$ cat config.mk
export PLATFORM = sky130hd
export DESIGN_NAME = ifu_fetch_queue
export DESIGN_NICKNAME = d
export VERILOG_FILES = /design/src/rtl/ifu_fetch_queue_pkg.sv /design/src/rtl/ifu_fetch_queue_chk.sv /design/src/rtl/ifu_inst_fifo.sv /design/src/rtl/ifu_fetch_queue.sv
export SDC_FILE = /design/constraint.sdc
export NUM_CORES = 1
export LEC_CHECK = 0
export CAP_MARGIN = 20
export CORE_MARGIN = 2
export CORE_UTILIZATION = 40
export CTS_CLUSTER_DIAMETER = 50
export CTS_CLUSTER_SIZE = 14
export DETAILED_ROUTE_END_ITERATION = 6
export PLACE_DENSITY = 0.7
export SLEW_MARGIN = 20
export SYNTH_ARGS = -nofsm -noshare
export SYNTH_HDL_FRONTEND = slang
export SYNTH_SLANG_ARGS = --single-unit
$ cat constraint.sdc
create_clock -name clk -period 5.07 [get_ports clk]
set_input_delay 1.014 -clock clk [delete_from_list [all_inputs] [get_ports clk]]
set_output_delay 1.014 -clock clk [all_outputs]
set_load 0.05 [all_outputs]
$ cat src/rtl/ifu_fetch_queue_pkg.sv
// Shared types and constants for the instruction fetch front end.
package ifu_fetch_queue_pkg;

  localparam int XLEN = 32;
  localparam logic [XLEN-1:0] RESET_PC_DEFAULT = 32'h8000_0000;
  localparam logic [XLEN-1:0] INST_NOP = 32'h0000_0013;

  typedef struct packed {
    logic [XLEN-1:0] pc;
    logic [XLEN-1:0] inst;
  } fq_entry_t;

  function automatic logic [XLEN-1:0] word_align(input logic [XLEN-1:0] addr);
    return {addr[XLEN-1:2], 2'b00};
  endfunction

endpackage

$ cat src/rtl/ifu_fetch_queue_chk.sv
// Protocol checks for the instruction memory response channel.
module ifu_fetch_queue_chk #(
  parameter int IW = 2
) (
  input logic          clk,
  input logic          rst,
  input logic          imem_rsp_valid,
  input logic [IW-1:0] inflight
);

  rsp_without_req: assert property (@(posedge clk) disable iff (!rst)
    !(imem_rsp_valid && (inflight == {IW{1'b0}})));

endmodule

$ cat src/rtl/ifu_inst_fifo.sv
// In-order {pc, inst} queue between fetch and decode; flush wins over push.
module ifu_inst_fifo
  import ifu_fetch_queue_pkg::*;
#(
  parameter int DEPTH = 2
) (
  input  logic                   clk,
  input  logic                   rst,
  input  logic                   push,
  input  logic                   pop,
  input  logic                   flush,
  input  logic [XLEN-1:0]        push_pc,
  input  logic [XLEN-1:0]        push_inst,
  output logic [XLEN-1:0]        head_pc,
  output logic [XLEN-1:0]        head_inst,
  output logic [$clog2(DEPTH):0] count
);

  localparam int AW = $clog2(DEPTH);
  localparam int CW = AW + 1;

  fq_entry_t     mem_r [DEPTH];
  logic [AW-1:0] wr_ptr_r;
  logic [AW-1:0] rd_ptr_r;
  logic [CW-1:0] count_r;
  logic          empty_s;
  logic          do_pop_s;
  logic          do_push_s;

  assign empty_s   = (count_r == {CW{1'b0}});
  assign do_pop_s  = pop && !empty_s;
  assign do_push_s = push && !flush && ((count_r != CW'(DEPTH)) || do_pop_s);

  // Pointer and occupancy update; pointers wrap naturally at DEPTH
  always_ff @(posedge clk) begin
    if (!rst) begin
      wr_ptr_r <= {AW{1'b0}};
      rd_ptr_r <= {AW{1'b0}};
      count_r  <= {CW{1'b0}};
    end else if (flush) begin
      wr_ptr_r <= {AW{1'b0}};
      rd_ptr_r <= {AW{1'b0}};
      count_r  <= {CW{1'b0}};
    end else begin
      if (do_push_s) begin
        wr_ptr_r <= wr_ptr_r + AW'(1'b1);
      end
      if (do_pop_s) begin
        rd_ptr_r <= rd_ptr_r + AW'(1'b1);
      end
      count_r <= count_r + CW'(do_push_s) - CW'(do_pop_s);
    end
  end

  // Entry storage; left unreset because reads are masked while empty
  always_ff @(posedge clk) begin
    if (do_push_s) begin
      mem_r[wr_ptr_r] <= {push_pc, push_inst};
    end
  end

  assign head_pc   = empty_s ? {XLEN{1'b0}} : mem_r[rd_ptr_r].pc;
  assign head_inst = empty_s ? {XLEN{1'b0}} : mem_r[rd_ptr_r].inst;
  assign count     = count_r;

endmodule

$ cat src/rtl/ifu_fetch_queue.sv
// Fetch front end: issues sequential imem requests under a credit limit and
// queues returned {pc, inst} pairs for decode; redirects flush and drop stale responses.
module ifu_fetch_queue
  import ifu_fetch_queue_pkg::*;
#(
  parameter int              DEPTH    = 2,
  parameter int              MAX_OUT  = 2,
  parameter logic [XLEN-1:0] RESET_PC = RESET_PC_DEFAULT
) (
  input  logic            clk,
  input  logic            rst,
  input  logic            redirect_valid,
  input  logic [XLEN-1:0] redirect_pc,
  output logic            imem_req_valid,
  input  logic            imem_req_ready,
  output logic [XLEN-1:0] imem_req_addr,
  input  logic            imem_rsp_valid,
  input  logic [XLEN-1:0] imem_rsp_data,
  output logic            out_valid,
  input  logic            out_ready,
  output logic [XLEN-1:0] out_pc,
  output logic [XLEN-1:0] out_inst
);

  localparam int IW = $clog2(MAX_OUT + 1);
  localparam int CW = $clog2(DEPTH) + 1;
  localparam int SW = $clog2(DEPTH + MAX_OUT + 1) + 1;

  logic [XLEN-1:0] fetch_pc_r;
  logic [XLEN-1:0] rsp_pc_r;
  logic [XLEN-1:0] target_s;
  logic [IW-1:0]   inflight_r;
  logic [IW-1:0]   drop_r;
  logic [IW-1:0]   inflight_post_rsp_s;
  logic [CW-1:0]   count_s;
  logic [SW-1:0]   occ_s;
  logic            req_valid_s;
  logic            fire_s;
  logic            rsp_s;
  logic            drop_s;
  logic            push_s;
  logic            pop_s;

  assign target_s = word_align(redirect_pc);

  // Slots already claimed: queued entries plus in-flight requests that will be kept
  assign occ_s       = SW'(count_s) + SW'(inflight_r) - SW'(drop_r);
  assign req_valid_s = rst && !redirect_valid && (inflight_r < IW'(MAX_OUT)) &&
                       (occ_s < SW'(DEPTH));
  assign fire_s      = req_valid_s && imem_req_ready;
  assign rsp_s       = imem_rsp_valid && (inflight_r != {IW{1'b0}});
  assign drop_s      = rsp_s && (drop_r != {IW{1'b0}});
  assign push_s      = rsp_s && !drop_s;
  assign pop_s       = out_valid && out_ready;

  assign inflight_post_rsp_s = inflight_r - IW'(rsp_s);

  assign imem_req_valid = req_valid_s;
  assign imem_req_addr  = fetch_pc_r;
  assign out_valid      = (count_s != {CW{1'b0}});

  // PC tracking, outstanding-request credit and stale-response drop count
  always_ff @(posedge clk) begin
    if (!rst) begin
      fetch_pc_r <= RESET_PC;
      rsp_pc_r   <= RESET_PC;
      inflight_r <= {IW{1'b0}};
      drop_r     <= {IW{1'b0}};
    end else begin
      inflight_r <= inflight_post_rsp_s + IW'(fire_s);
      if (redirect_valid) begin
        fetch_pc_r <= target_s;
        rsp_pc_r   <= target_s;
        drop_r     <= inflight_post_rsp_s;
      end else begin
        if (fire_s) begin
          fetch_pc_r <= fetch_pc_r + 32'd4;
        end
        if (push_s) begin
          rsp_pc_r <= rsp_pc_r + 32'd4;
        end
        if (drop_s) begin
          drop_r <= drop_r - IW'(1'b1);
        end
      end
    end
  end

  ifu_inst_fifo #(
    .DEPTH(DEPTH)
  ) u_fifo (
    .clk      (clk),
    .rst      (rst),
    .push     (push_s),
    .pop      (pop_s),
    .flush    (redirect_valid),
    .push_pc  (rsp_pc_r),
    .push_inst(imem_rsp_data),
    .head_pc  (out_pc),
    .head_inst(out_inst),
    .count    (count_s)
  );

  ifu_fetch_queue_chk #(
    .IW(IW)
  ) u_chk (
    .clk           (clk),
    .rst           (rst),
    .imem_rsp_valid(imem_rsp_valid),
    .inflight      (inflight_r)
  );

endmodule

==> run_results.csv, run 1 <==
group,metric,value,unit
die,coreArea,20960,µm²
clock_network,clk_pin_slew,0.06,ns
drt,wl_per_cell,16.61,µm
synth,yosys_warnings,0,
setup_path,cp-start-kind,"register",
synth,syn_area,8536,µm²
sta,rsz0062_at_grt,"no",
sta,holdWs,0.4565,ns
synth,synth_cell_type_count,66,
clock_network,post_cts_buffers,0,
sta,tightest_slew,1.052,ns
clock_network,clockRootBuffer,"clkbuf_16",
die,rows,53,
pwr,switching_share,28.33,%
flow_run,drv_cap,0,
clock_network,clock_path_buffers,2,
pwr,peakVddDrop,0.2324,mV
setup_path,rr_worst_depth,8,
die,fp.dieArea,22520,µm²
sta,relSlewSlack,29.85,%
drt,routed-via-count,6216,
sta,finClkSkew,0.01290,ns
final_layout,drive_above_1_share,6.652,%
synth,synthArstFlopShare,0,%
sta,min_period,3.894,ns
run_status,status,"finished clean",
clock_network,ctsHoldBuffers,0,
drt,dr.pass1.iters,5,
clock_network,post_cts_resize_count,0,
setup_path,crit_fanout,14,
synth,synth_edf_count,124,
clock_network,clock_sinks,193,
placed_design,io_buffers,161,
pwr,p_leak,0.003592,µW
placed_design,hpwl,13.46,mm
drt,drt_wl_total,19.56,mm
setup_path,arrival,2.88,ns
die,initial_utilization,40.73,%
final_layout,antenna_cells,0,
synth,ys_seq_area_share,59.81,%
setup_path,r2r-end,"imem_req_addr[28]",
setup_path,crit_path_end_kind,"primary output",
setup_path,required,4.06,ns
pwr,p_comb_share,18.7,%
drt,ant_nets,0,
sta,final-hold-violation-count,0,
pwr,intPower,2737,µW
drt,vias_per_cell,5.281,
clock_network,cts_tree,"done",
global_routing,grt_max_degree,63,
worst_hold_path,min_path_type,"reg2reg",
global_routing,grt_pass1_vias,5765,
synth,syn_avg_cell_area,11.60,µm²
final_layout,nets,970,
pwr,p_per_area,348.2,nW/µm²
sta,fin_crit_sh,76.80,%
placed_design,gp_congestion,0.8899,
synth,ys.flop_type,"edfxtp_1",
drt,drcViolationCount,0,
setup_path,crit_path_end,"imem_req_valid",
sta,slew_viol_final,0,
global_routing,grt_pass1_wl,30.26,mm
die,io_pins,168,
sta,fin_tns_setup,0,ns
clock_network,htree_levels,4,
global_routing,antenna_found_initial,0,
clock_network,clk_latency,0.43,ns
setup_path,reg2reg_from,"inflight_r[1]",
die,fp.dieH,150.1,µm
global_routing,grt_use_total,17.41,%
die,die_w,150.1,µm
setup_path,reg2reg_slack,1.72,ns
drt,drt_iter0_drc,418,
pwr,power_frac_seq,49.1,%
sta,fmaxAchievable,0.2568,GHz
setup_path,path_class,"reg2out",
global_routing,gr-total-overflow,0,
synth,synthCells,736,
pwr,p_clk_share,32.3,%
final_layout,area_growth_syn_to_layout,28.47,%
synth,synth_seq_cells,193,
pwr,power.switching,1082,µW
clock_network,cts_inserted_buffers,17,
sta,setup_viol_count_final,0,
setup_path,setup.worst_path.start,"inflight_r[1]",
-- metrics by stage --
step	utilization (%)	area (µm²)	std cells	power (µW)	worst slack [ns]
CTS	52.33	10970	1177	3862	1.137
finish	52.33	10970	1177	3818	1.176
global placement	49.73	10420	1145	2604	1.198
global route	52.33	10970	1177	3992	1.042
detailed placement	49.73	10420	1145	2624	1.158
floorplan	-	8547	739	2375	0.08457
-- critical path, cell delays in order (launching register included) --
cell and delay (ns):
dfxtp_1 0.48, fa_1 0.50, fa_1 0.51, nor4b_2 0.22, o311a_2 0.46, buf_4 0.27
-- logic make-up after synthesis --
group,after synthesis,share of synthesized area (%)
simple gates,243,14.64
xor+xnor,37,3.797
flops,193,59.81
other cells,1,0.04393
fa+ha+maj,11,1.788
compound gates,127,9.440
buf+inv,60,2.961
mux,64,7.520
-- worst min path at each step --
| stage | cells past startpoint | slack, ns | start | end |
|---|---|---|---|---|
| floorplan | 0 | 0.43 | rsp_pc_r[25] | u_fifo.mem_r[0][57] |
| global placement | 0 | 0.44 | rsp_pc_r[25] | u_fifo.mem_r[0][57] |
| detailed placement | 0 | 0.44 | rsp_pc_r[25] | u_fifo.mem_r[1][57] |
| CTS | 0 | 0.46 | rsp_pc_r[25] | u_fifo.mem_r[1][57] |
| global route | 0 | 0.48 | rsp_pc_r[25] | u_fifo.mem_r[0][57] |
| finish | 0 | 0.46 | rsp_pc_r[25] | u_fifo.mem_r[1][57] |
-- cell usage after synthesis, drive strengths merged (3+ instances only) --
master	instances	share of area, %
xnor2	15	1.5
a211oi	3	0.26
nand2	42	1.9
o211ai	11	0.97
o22ai	4	0.29
nor4	7	0.84
edfxtp	124	44
nor2	88	3.9
a41o	3	0.35
a21oi	33	1.9
nor2b	4	0.29
nor3	5	0.41
o21ai	31	1.8
ha	9	1.3
or3	12	0.88
a31oi	17	1.2
nand4	26	2.2
and2	8	0.59
buf	14	0.94
inv	18	0.79
and3	11	0.81
mux2i	63	7.4
xor2	22	2.3
nand3	30	1.8
o311ai	3	0.31
dfxtp	69	16
clkbuf	27	1.2
and4	4	0.41
-- metal layers --
| layer | part of all wire, % | vias to the layer above | track usage (%) |
|---|---|---|---|
| li1 | - | 3027 | - |
| met1 | 46 | 2960 | 23.65 |
| met2 | 46 | 211 | 27.67 |
| met3 | 6.2 | 18 | 3.872 |
| met4 | 1.4 | 0 | 5.755 |
| met5 | 0 | - | 0 |
-- area by class of cell --
type / count / area [µm²]
clock buffers: 23 / 489.2
clock inverters: 9 / 55.05
fillers: 1851 / 9990
inverters: 19 / 71.32
multi-input cells: 486 / 3206
flip-flops and latches: 193 / 5109
well taps: 275 / 344.1
repair buffers: 172 / 1692
-- cell usage in the layout (no fill, tap or decap), types with 15 or more instances in the layout --
cell type,count
o21ai_0,31
dfxtp_1,68
nand4_1,23
xnor2_1,15
inv_1,18
clkdlybuf4s50_1,160
xor2_1,22
clkbuf_16,18
nand2_1,41
a21oi_1,33
nand3_1,29
nor2_1,87
mux2i_1,63
a31oi_1,17
edfxtp_1,124
-- sequential cells by signal, indices dropped and copies added (netlist names), named ones only --
| name | cells |
|---|---|
| drop_r | 2 |
| imem_req_addr | 30 |
| inflight_r | 2 |
| rsp_pc_r | 30 |
| u_fifo.count | 2 |
| u_fifo.mem_r | 124 |
| u_fifo.rd_ptr_r | 1 |
| u_fifo.wr_ptr_r | 1 |
-- power groups by stage --
stage,registers (µW),logic [µW],clock network (µW)
5_1_grt,1890,770,1340
2_1_floorplan,1940,432,0
3_3_place_gp,1900,702,0
6_report,1870,714,1230
3_5_place_dp,1910,717,0
4_1_cts,1870,720,1270
(Power assumes the default switching activity.)
==> run 2, diff against run 1 <==
- PLACE_DENSITY: 0.7 -> 0.67
- clock period: 5.07 -> 4 ns (I/O delays scaled with it)
==> run 2 against run 1 <==
Via count shrank 1.0%. Combinational power rose by 31%. Core utilization increased by 0.29 points. Clock skew decreased by 0.0026 ns. Die area is the same. Highest routed layer unchanged.
==> run_results.csv, run 2 (synthesized netlist as in run 1, its figures left out) <==
group,metric,value,unit
clock_network,clockRootBuffer,"clkbuf_16",
drt,drt_wl_total,19.59,mm
setup_path,crit_path_end_kind,"primary output",
setup_path,crit_family,"adder cells",
die,fp.dieH,150.1,µm
setup_path,slowest_stage,"fa_1",
sta,fin_tns_setup,0,ns
setup_path,required,3.20,ns
global_routing,grt_max_degree,63,
drt,route.met2.wl,8.983,mm
final_layout,regMostFlops,"u_fifo.mem_r",
flow_run,drv_cap,0,
drt,dr.pass1.iters,5,
sta,final-hold-violation-count,0,
final_layout,fillers,1828,
drt,wl_per_cell,16.63,µm
sta,slew_viol_final,0,
drt,drt_iter0_drc,353,
placed_design,hpwl,13.46,mm
clock_network,cts_inserted_buffers,17,
final_layout,largest_register_ff_count,124,
pwr,p_leak,0.003608,µW
pwr,p_per_area,442.1,nW/µm²
clock_network,post_cts_buffers,0,
sta,fin_crit_sh,90.09,%
final_layout,post-route-util,52.62,%
drt,wl_met1,8.837,mm
die,die_w,150.1,µm
sta,fmaxAchievable,0.2775,GHz
sta,tightest_slew,0.7857,ns
placed_design,gp_congestion,0.8689,
final_layout,antenna_cells,0,
die,rows,53,
sta,min_period,3.604,ns
drt,wl_met3,1.541,mm
final_layout,area_growth_syn_to_layout,29.18,%
clock_network,ctsHoldBuffers,0,
setup_path,path_class,"reg2out",
final_layout,layout_common_cells,"160 x clkdlybuf4s50_1, 124 x edfxtp_1, 87 x nor2_1",
setup_path,critPathMaxStageDelay,0.52,ns
global_routing,grt_use_total,17.79,%
final_layout,drive_above_1_share,6.866,%
drt,vias_per_cell,5.223,
placed_design,pre_cts_ws,0.6201,ns
final_layout,layout_commonest_cell,"clkdlybuf4s50_1",
worst_hold_path,min_path_type,"reg2reg",
die,fp.dieArea,22520,µm²
setup_path,crit_fanout,14,
global_routing,grt_pass1_wl,30.83,mm
clock_network,htree_levels,4,
drt,drcViolationCount,0,
die,coreArea,20960,µm²
clock_network,clk_latency,0.42,ns
sta,setup_ws,0.3964,ns
run_status,status,"finished clean",
clock_network,clock_sinks,193,
placed_design,io_buffers,161,
clock_network,post_cts_resize_count,0,
sta,rsz0062_at_grt,"no",
pwr,peakVddDrop,0.2572,mV
setup_path,arrival,2.80,ns
die,io_pins,168,
sta,finClkSkew,0.01033,ns
drt,ant_nets,0,
sta,setup_viol_count_final,0,
clock_network,cts_tree,"done",
global_routing,grt_pass1_vias,5877,
drt,routed-via-count,6153,
final_layout,nets,971,
global_routing,antenna_found_initial,0,
global_routing,gr-total-overflow,0,
setup_path,crit_chain,"fa_1, fa_1, nor4b_2, o311a_2, buf_12",
clock_network,clk_pin_slew,0.07,ns
die,initial_utilization,40.73,%
setup_path,cp.buffers_inverters,1,
sta,relSlewSlack,47.62,%
setup_path,cp_common_cell,"fa_1",
drt,top_layer_used,"met4",
setup_path,cp-start-kind,"register",
clock_network,clock_path_buffers,2,
==> run 2: cell types whose count changed in the layout (fill, tap and decap cells not counted), sizes merged <==
cell	change
clkbuf	+1
buf	+1
clkinv	-1
==> run 2: stage by stage <==
step | hold slack (ns) | instances | total power, µW | instance area (µm²)
floorplan | 0.4256 | 739 | 3007 | 8549
global placement | 0.4688 | 1146 | 3328 | 10480
detailed placement | 0.4793 | 1146 | 3346 | 10480
CTS | 0.5015 | 1178 | 4924 | 11030
global route | 0.5177 | 1178 | 5102 | 11030
finish | 0.4959 | 1178 | 4875 | 11030
==> run 2: report_power, final <==
| part | internal (µW) | switching, µW | total, µW |
|---|---|---|---|
| Sequential | 2260 | 103 | 2370 |
| Clock | 875 | 700 | 1580 |
| Combinational | 357 | 575 | 932 |
| Total | 3500 | 1380 | 4870 |
==> run 2: worst paths after layout <==
path	cells after the start	slack, ns	end	start
max reg2reg	8	0.63	imem_req_addr[28]	inflight_r[1]
max	5	0.40	imem_req_valid	inflight_r[1]
min reg2reg	0	0.50	u_fifo.mem_r[0][57]	rsp_pc_r[25]
min	0	0.50	u_fifo.mem_r[0][57]	rsp_pc_r[25]
==> run 2: area by class of cell <==
class | instances | area, µm² | area share (%)
Sequential cell | 193 | 5109 | 46.33
Multi-Input combinational cell | 486 | 3206 | 29.07
Timing Repair Buffer | 173 | 1749 | 15.86
Clock buffer | 24 | 496.7 | 4.505
Tap cell | 275 | 344.1 | 3.120
Inverter | 19 | 71.32 | 0.6468
Clock inverter | 8 | 51.30 | 0.4652
==> run 2: routing by layer <==
metal	GRT usage [%]	vias up
met4	5.142	0
met3	4.543	13
met5	0	-
met2	28.06	240
li1	-	3036
met1	24.28	2864
==> run 2: worst reg2reg max path, delay by kind of cell (launching register included) <==
| kind | cells | cell delay (ns) |
|---|---|---|
| fa+ha+maj | 2 | 1.02 |
| compound gates | 2 | 0.64 |
| flops | 1 | 0.47 |
| simple gates | 2 | 0.45 |
| mux | 1 | 0.38 |
| buf+inv | 1 | 0.32 |
==> run 3, diff against run 2 <==
- CORE_MARGIN: 2 -> 1
- PLACE_DENSITY: 0.67 -> 0.7
- clock period: 4 -> 3.1 ns (I/O delays scaled with it)
==> run 3 against run 2 <==
The run now ends with setup timing left. Sequential power increased by 29%. Worst setup slack got worse by 0.45 ns. Cell count increased by 1.6%. Register-to-register slack got worse by 0.51 ns. Via count increased by 3.5%. First-iteration DRC count increased by 5.4%. Critical path depth increased by 1. Core utilization increased by 0.79 points. Sequential share of layout area decreased by 0.57 points. Routed wire length increased by 1.6%. Critical endpoint unchanged. Largest power group unchanged.
==> run_results.csv, run 3 (synthesized netlist as in run 1, its figures left out) <==
group,metric,value,unit
global_routing,grt_max_degree,63,
sta,final-hold-violation-count,0,
placed_design,hpwl,13.58,mm
sta,fin_crit_sh,101.6,%
pwr,p_per_area,569.7,nW/µm²
flow_run,drv_cap,0,
global_routing,grt_use_total,18.46,%
final_layout,area_growth_syn_to_layout,31.12,%
die,coreArea,20960,µm²
sta,relSlewSlack,61.17,%
clock_network,cts_inserted_buffers,17,
drt,wl_per_cell,16.63,µm
setup_path,cp-start-kind,"register",
run_status,violations,"setup timing",
die,fp.dieArea,21930,µm²
drt,drt_iter0_drc,372,
setup_path,critPathMaxStageDelay,0.60,ns
setup_path,cp_num_cells,6,
die,io_pins,168,
clock_network,htree_levels,4,
final_layout,nets,990,
final_layout,fin_area,11190,µm²
setup_path,rr_worst_depth,9,
setup_path,reg2reg_from,"inflight_r[1]",
die,die_w,148.1,µm
sta,min_period,3.149,ns
die,rows,53,
final_layout,regMostFlops,"u_fifo.mem_r",
final_layout,drive_above_1_share,9.328,%
placed_design,pre_cts_ws,0.1300,ns
pwr,p_leak,0.003705,µW
sta,finClkSkew,0.01964,ns
setup_path,cp.buffers_inverters,2,
sta,tightest_slew,0.5806,ns
sta,rsz0062_at_grt,"yes",
setup_path,reg2reg_slack,0.12,ns
clock_network,ctsHoldBuffers,0,
setup_path,crit_fanout,3,
global_routing,antenna_found_initial,0,
global_routing,gr-total-overflow,0,
placed_design,io_buffers,161,
pwr,peakVddDrop,0.3763,mV
drt,ant_nets,0,
drt,drcViolationCount,0,
global_routing,grt_pass1_wl,31.31,mm
placed_design,post_dp_cell_area,10580,µm²
clock_network,clk_pin_slew,0.06,ns
setup_path,crit_path_end_kind,"primary output",
drt,drt_wl_total,19.90,mm
worst_hold_path,holdCritStartpoint,"rsp_pc_r[25]",
sta,fmaxAchievable,0.3175,GHz
final_layout,layout_common_cells,"160 x clkdlybuf4s50_1, 124 x edfxtp_1, 87 x nor2_1",
setup_path,crit_chain,"fa_2, fa_1, nor4b_2, o311a_2, buf_6, buf_12",
sta,slew_viol_final,0,
clock_network,clock_path_buffers,2,
sta,setup_viol_count_final,1,
final_layout,largest_register_ff_count,124,
drt,vias_per_cell,5.322,
worst_hold_path,holdPathStages,0,
setup_path,required,2.48,ns
worst_hold_path,hold_end,"u_fifo.mem_r[0][57]",
final_layout,antenna_cells,0,
setup_path,path_class,"reg2out",
final_layout,layout_commonest_cell,"clkdlybuf4s50_1",
sta,setup_ws,-0.04912,ns
clock_network,clockRootBuffer,"clkbuf_16",
setup_path,r2r-end,"imem_req_addr[14]",
die,initial_utilization,40.73,%
final_layout,post-route-util,53.41,%
worst_hold_path,min_path_type,"reg2reg",
setup_path,arrival,2.53,ns
clock_network,cts_tree,"done",
run_status,status,"complete, but fails checks",
final_layout,fillers,1829,
drt,routed-via-count,6371,
placed_design,gp_congestion,0.9032,
drt,dr.pass1.iters,5,
clock_network,clk_latency,0.43,ns
clock_network,clock_sinks,193,
die,fp.dieH,148.1,µm
setup_path,crit_family,"adder cells",
setup_path,slowest_stage,"fa_2",
global_routing,grt_pass1_vias,5947,
==> run 3: cell types whose count changed in the layout (fill, tap and decap cells not counted), moves of 2 or more <==
cell      delta
inv_4        -2
dfxtp_4      +3
dfxtp_1      -4
buf_4       +17
clkinv_4     +2
==> run 3: area by class of cell <==
class                      instances  area (µm²)  area share (%)
inverter                          19       71.32          0.6372
timing repair buffer             191        1888           16.87
tap                              275       344.1           3.074
sequential                       193        5121           45.76
multi-input combinational        487        3219           28.76
clock inverter                     8       53.80          0.4807
clock buffer                      24       494.2           4.416
==> run 3: how the worst max path moves through the flow <==
stage               startpoint                end  slack, ns
4_1_cts          inflight_r[1]     imem_req_valid      -0.09
6_report         inflight_r[1]     imem_req_valid      -0.05
3_5_place_dp     inflight_r[1]  imem_req_addr[14]       0.13
5_1_grt              drop_r[1]     imem_req_valid      -0.12
3_3_place_gp   u_fifo.count[1]          out_valid       0.14
2_1_floorplan    inflight_r[1]  imem_req_addr[12]       0.31
==> run 3: metrics by stage <==
step                hold WS, ns  TNS [ns]  cells  total power (µW)
global placement         0.4621         0   1159              4332
floorplan                0.4256         0    739              3879
global route             0.4927   -0.1178   1197              6638
CTS                      0.4817  -0.08862   1197              6412
finish                   0.4812  -0.04912   1197              6376
detailed placement       0.4687         0   1159              4356
==> run 3: timing repair <==
action / 4_1_cts / 5_1_grt
pin swaps: 4 / 1
cloned: 1 / 0
endpoints found under the setup margin: 35 / 13
gates resized for setup: 8 / 3
setup buffers: 5 / 0
==> run 3: worst register-to-register path: stages, from the launching register on <==
cell and delay, ns:
dfxtp_4 0.35, fa_2 0.60, fa_1 0.43, nor4b_2 0.22, o311a_2 0.25, buf_4 0.12
buf_4 0.17, nand4_1 0.21, or3_1 0.37, a31oi_1 0.18
==> run 3: power by group <==
group	internal [µW]	switching (µW)
Combinational	524	768
Clock	1120	905
Sequential	2930	131
==> run 3: per-layer routing <==
layer | vias to the layer above | GRT usage [%] | part of all wire [%]
met3 | 25 | 3.804 | 6.1
met5 | - | 0 | 0
met4 | 0 | 6.753 | 2.0
li1 | 3070 | - | -
met2 | 243 | 28.26 | 46
met1 | 3033 | 25.83 | 46
